<file path="src/rtl/gr_stats_pkg.sv">
// Shared definitions for the gr_stats window-statistics block: FSM encodings
// and default sizing.
package gr_stats_pkg;

  localparam int GR_LOG2_N_DEF = 10;
  localparam int GR_DW_DEF     = 12;

  localparam logic [1:0] ST_IDLE = 2'd0;
  localparam logic [1:0] ST_ACC  = 2'd1;
  localparam logic [1:0] ST_HOLD = 2'd2;

endpackage

</file>
<file path="src/rtl/gr_stats.sv">
// Accumulates sum, sum of squares, min and max over a window of 2^LOG2_N
// random-generator samples, then holds the results until acknowledged.
module gr_stats
  import gr_stats_pkg::*;
#(
  parameter int LOG2_N = GR_LOG2_N_DEF,
  parameter int DW     = GR_DW_DEF
) (
  input  logic                     clk,
  input  logic                     rst,
  input  logic [DW-1:0]            gr,
  input  logic                     gr_valid,
  input  logic                     start,
  output logic                     busy,
  output logic                     res_valid,
  input  logic                     res_ack,
  output logic [DW+LOG2_N-1:0]     sum,
  output logic [2*DW+LOG2_N-1:0]   sumsq,
  output logic [DW-1:0]            mean,
  output logic [DW-1:0]            min_s,
  output logic [DW-1:0]            max_s
);

  // Last sample index; the sample arriving at this count closes the window.
  localparam logic [LOG2_N:0] CNT_LAST = {1'b0, {LOG2_N{1'b1}}};

  logic [1:0]        state;
  logic [LOG2_N:0]   count;
  logic [2*DW-1:0]   sq;

  function automatic logic [DW-1:0] trunc_mean(input logic [DW+LOG2_N-1:0] s);
    return s[DW+LOG2_N-1:LOG2_N];
  endfunction

  assign sq        = {{DW{1'b0}}, gr} * {{DW{1'b0}}, gr};
  assign busy      = (state == ST_ACC);
  assign res_valid = (state == ST_HOLD);
  assign mean      = trunc_mean(sum);

  always_ff @(posedge clk) begin
    if (rst) begin
      state <= ST_IDLE;
      count <= '0;
      sum   <= '0;
      sumsq <= '0;
      min_s <= '1;
      max_s <= '0;
    end else begin
      case (state)
        ST_IDLE: begin
          if (start) begin
            state <= ST_ACC;
            count <= '0;
            sum   <= '0;
            sumsq <= '0;
            min_s <= '1;
            max_s <= '0;
          end
        end
        ST_ACC: begin
          if (gr_valid) begin
            sum   <= sum + {{LOG2_N{1'b0}}, gr};
            sumsq <= sumsq + {{LOG2_N{1'b0}}, sq};
            count <= count + 1'b1;
            if (gr < min_s) min_s <= gr;
            if (gr > max_s) max_s <= gr;
            if (count == CNT_LAST) state <= ST_HOLD;
          end
        end
        ST_HOLD: begin
          // Ack with a simultaneous start chains straight into the next window.
          if (res_ack) begin
            if (start) begin
              state <= ST_ACC;
              count <= '0;
              sum   <= '0;
              sumsq <= '0;
              min_s <= '1;
              max_s <= '0;
            end else begin
              state <= ST_IDLE;
            end
          end
        end
        default: state <= ST_IDLE;
      endcase
    end
  end

endmodule

</file>
<file path="config.mk">
export PLATFORM = sky130hd
export DESIGN_NAME = gr_stats
export DESIGN_NICKNAME = d
export VERILOG_FILES = /design/src/rtl/gr_stats_pkg.sv /design/src/rtl/gr_stats.sv
export SDC_FILE = /design/constraint.sdc
export NUM_CORES = 1
export LEC_CHECK = 0
export CAP_MARGIN = 5
export CORE_AREA = 8 8 123 211
export DETAILED_ROUTE_END_ITERATION = 16
export DIE_AREA = 0 0 131 219
export PLACE_DENSITY = 0.67
export SLEW_MARGIN = 5
export SYNTH_ARGS = -nofsm -noshare
export SYNTH_HDL_FRONTEND = slang
export SYNTH_SLANG_ARGS = --single-unit
</file>
<file path="constraint.sdc">
create_clock -name clk -period 8.7 [get_ports clk]
set_input_delay 1.74 -clock clk [delete_from_list [all_inputs] [get_ports clk]]
set_output_delay 1.74 -clock clk [all_outputs]
set_load 0.005 [all_outputs]
</file>
==> flow_metrics.py <==
metrics = {
    "hold_path": {
        "holdPathStages": 2,
        "min-delay-path-class": "reg -> reg",
    },
    "clock_network": {
        "cts_root_buffer": "clkbuf_16",
        "clock_latency_ps": 370,
        "cts_buffers": 9,
        "hold_buffers": 0,
        "cts_resized": 0,
        "clkTransAtPathRegs_ps": 60,
        "postCtsSetupBuffers": 0,
        "cts_tree": "built",
        "cts_sinks": 93,
        "cts.path.max_buffers": 2,
        "htreeDepth": 3,
    },
    "global_route": {
        "grt_start_max_net_pins": 38,
        "antenna_found_initial": 1,
        "grt_pass1_wl_um": 44300,
        "grt_pass1_vias": 8599,
        "gr-total-overflow": 0,
        "track_usage_pct": 20.09,
    },
    "critical_path": {
        "cp.required_ps": 8980,
        "cp.arrival_ps": 7830,
        "crit_cells": 21,
        "path_class": "in -> reg",
        "endpoint_kind": "register",
        "crit_slowest_cell": "clkdlybuf4s50_1",
        "cp_common_cell": "inv_1",
        "cp_num_buf_inv": 7,
        "cp_max_fo": 14,
        "start_kind": "input pin",
        "critPathTopFamily": "adder cells",
        "cpPeakStageDelay_ps": 890,
        "path_cells": "clkdlybuf4s50_1, and2_1, inv_1, fa_1, inv_1, fa_1, inv_1, fa_1, inv_1, fa_1, inv_1, fa_1, inv_1, ha_1, and3_1, a221oi_2, o21ai_2, o21ai_4, o311ai_2, or4b_1, o211ai_1",
        "reg2regPathDepth": 16,
    },
    "drt": {
        "firstDrtPassIters": 5,
        "finalWirelength_um": 27960,
        "post-route-drc-count": 0,
        "wl_per_cell_um": 17.74,
        "final_antenna_net_count": 0,
        "num_vias": 8338,
        "via_per_inst": 5.291,
        "dr.first_iter.drc_count": 335,
    },
    "sta": {
        "period_share_pct": 86.73,
        "skew_ps": 14.72,
        "slew-limit-headroom_pct": 32.60,
        "rsz0062_at_grt": "no",
        "finalSetupTns_ps": 0,
        "period_needed_ps": 7546,
        "finalHoldViolCount": 0,
        "drv_slew": 0,
        "max_freq_mhz": 132.5,
        "setup_viol": 0,
        "worst_slew_pin_slew_ps": 1008,
    },
    "power_and_ir_drop": {
        "peakVddDrop_uv": 265.5,
        "p_total_mw": 3.259,
        "power_density_nw_per_um2": 280.1,
        "p_leak_nw": 5.425,
    },
    "place": {
        "dp_hpwl_um": 22570,
        "io_buffer_count": 110,
        "dp.cells": 1559,
        "place.gp.congestion": 0.8912,
    },
    "synthesis": {
        "muxShareOfSynthArea_pct": 2.702,
        "synth_compound_area_share_pct": 13.85,
        "syn_area_per_cell_um2": 8.447,
        "netlist_instances": 1184,
        "synth_ff_type": "dfxtp_1",
        "synth_fa_ha_area_share_pct": 32.73,
        "yosys-top-cells-area": "fa_1 20%, dfxtp_1 19%, ha_1 13%, inv_1 8.2%, nor2_1 3.8%",
        "yosys.area_share.simple_pct": 16.80,
        "synth_edf_count": 0,
        "yosysTopAreaCell": "fa_1",
        "yosys_warnings": 0,
        "synth_cell_type_count": 78,
        "seq_area_frac_synth_pct": 18.62,
        "yosys_register_bits": 93,
        "yosysMostFrequentCell": "inv_1",
        "synth-xor-area-share_pct": 4.204,
        "synth_nets": 1402,
        "syn_area_um2": 10000,
        "synthTopCellsByCount": "219 x inv_1, 101 x fa_1, 101 x nor2_1",
        "synthDominantCellAreaShare_pct": 20.22,
        "synth_top_family_by_area": "adder cells",
        "async_flop_share_pct": 0,
    },
    "finish": {
        "area_delta_synth_final_pct": 16.34,
        "multi_input_area_um2": 7057,
        "drive_above_1_share_pct": 4.957,
        "nFillCells": 2204,
        "final-instance-count-excl-fill": 1576,
        "nets": 1484,
        "final_core_util_pct": 50.47,
        "seq_area_um2": 1862,
    },
    "floorplanning": {
        "die_h_um": 219,
        "fp.dieW_um": 131,
        "start_util_pct": 43.38,
        "core_area_um2": 23050,
        "dieArea_um2": 28690,
        "num_rows": 74,
        "io_pins": 111,
    },
    "status": {
        "status": "finished, final reports clean",
    },
    "flow_run": {
        "cap_violations": 0,
    },
}
==> worst reg2reg max path: stages (launching register included) <==
cell and delay (ps):
dfxtp_1 380, inv_1 80, fa_1 530, inv_1 50, fa_1 460, fa_1 500, inv_1 60, fa_1 530
inv_1 40, ha_1 410, and3_1 250, a221oi_4 490, o21a_1 290, o211ai_2 140, a21oi_1 260, mux2i_1 210
nand2_1 70
==> layer usage <==
layer	vias up	share of wire [%]	global-route usage, %
li1	4017	-	-
met1	4085	37	21.16
met2	178	55	37.36
met3	58	3.4	2.674
met4	0	4.3	10.43
met5	-	0	0
==> area by class of cell <==
class,instances,area share [%]
Multi-Input combinational cell,814,60.65
Sequential cell,93,16.00
Timing Repair Buffer,129,10.69
Inverter,219,7.065
Tap cell,304,3.269
Clock buffer,11,2.000
Clock inverter,5,0.3011
Antenna cell,1,0.02151
==> flip-flops by register name, summed over array words and instances, names as in the netlist <==
name   count
max_s     12
sum       22
count     11
sumsq     34
min_s     12
state      2
==> cells in the final DEF (no fill, tap or decap), drive strengths merged, types with 9 or more instances in the layout <==
cell type	count
inv	221
clkdlybuf4s50	110
nor2	101
fa	101
ha	100
nand2	98
dfxtp	93
a21oi	53
and2	37
o21ai	34
xnor2	33
mux2i	27
a22oi	25
nand3	24
a21o	22
buf	19
xor2	15
nor3	14
or3	11
nand4	11
clkbuf	11
nor2b	9
==> per-stage QoR <==
stage          area, um^2  setup WS (ps)  hold WS [ps]
2_1_floorplan       10000           1966         454.5
3_3_place_gp        11360          846.3         463.4
5_1_grt             11630          908.7         498.8
4_1_cts             11630           1143         483.3
6_report            11630           1154         479.6
3_5_place_dp        11360          757.3         473.0
==> power by group <==
part / switching, mW / internal [mW]
registers: 0.0366 / 0.456
logic: 1.40 / 0.976
clock network: 0.193 / 0.196
==> kinds of logic (layout without fill, tap and decap cells) <==
family / Yosys count / after routing
and+or+nand+nor: 343 / 343
buffers and inverters: 277 / 364
adders and majority gates: 201 / 201
AOI/OAI and AO/OA: 195 / 195
DFF: 93 / 93
xor gates and xnor gates: 48 / 48
muxes: 27 / 27
other: 0 / 1
==> final timing paths <==
path | start | to | slack (ps)
max | gr[5] | sumsq[30]$_SDFFE_PP0P_ | 1150
min | sumsq[25]$_SDFFE_PP0P_ | sumsq[25]$_SDFFE_PP0P_ | 480
max reg2reg | sumsq[8]$_SDFFE_PP0P_ | sumsq[23]$_SDFFE_PP0P_ | 3850
min reg2reg | sumsq[25]$_SDFFE_PP0P_ | sumsq[25]$_SDFFE_PP0P_ | 480
(Power assumes the default switching activity.)
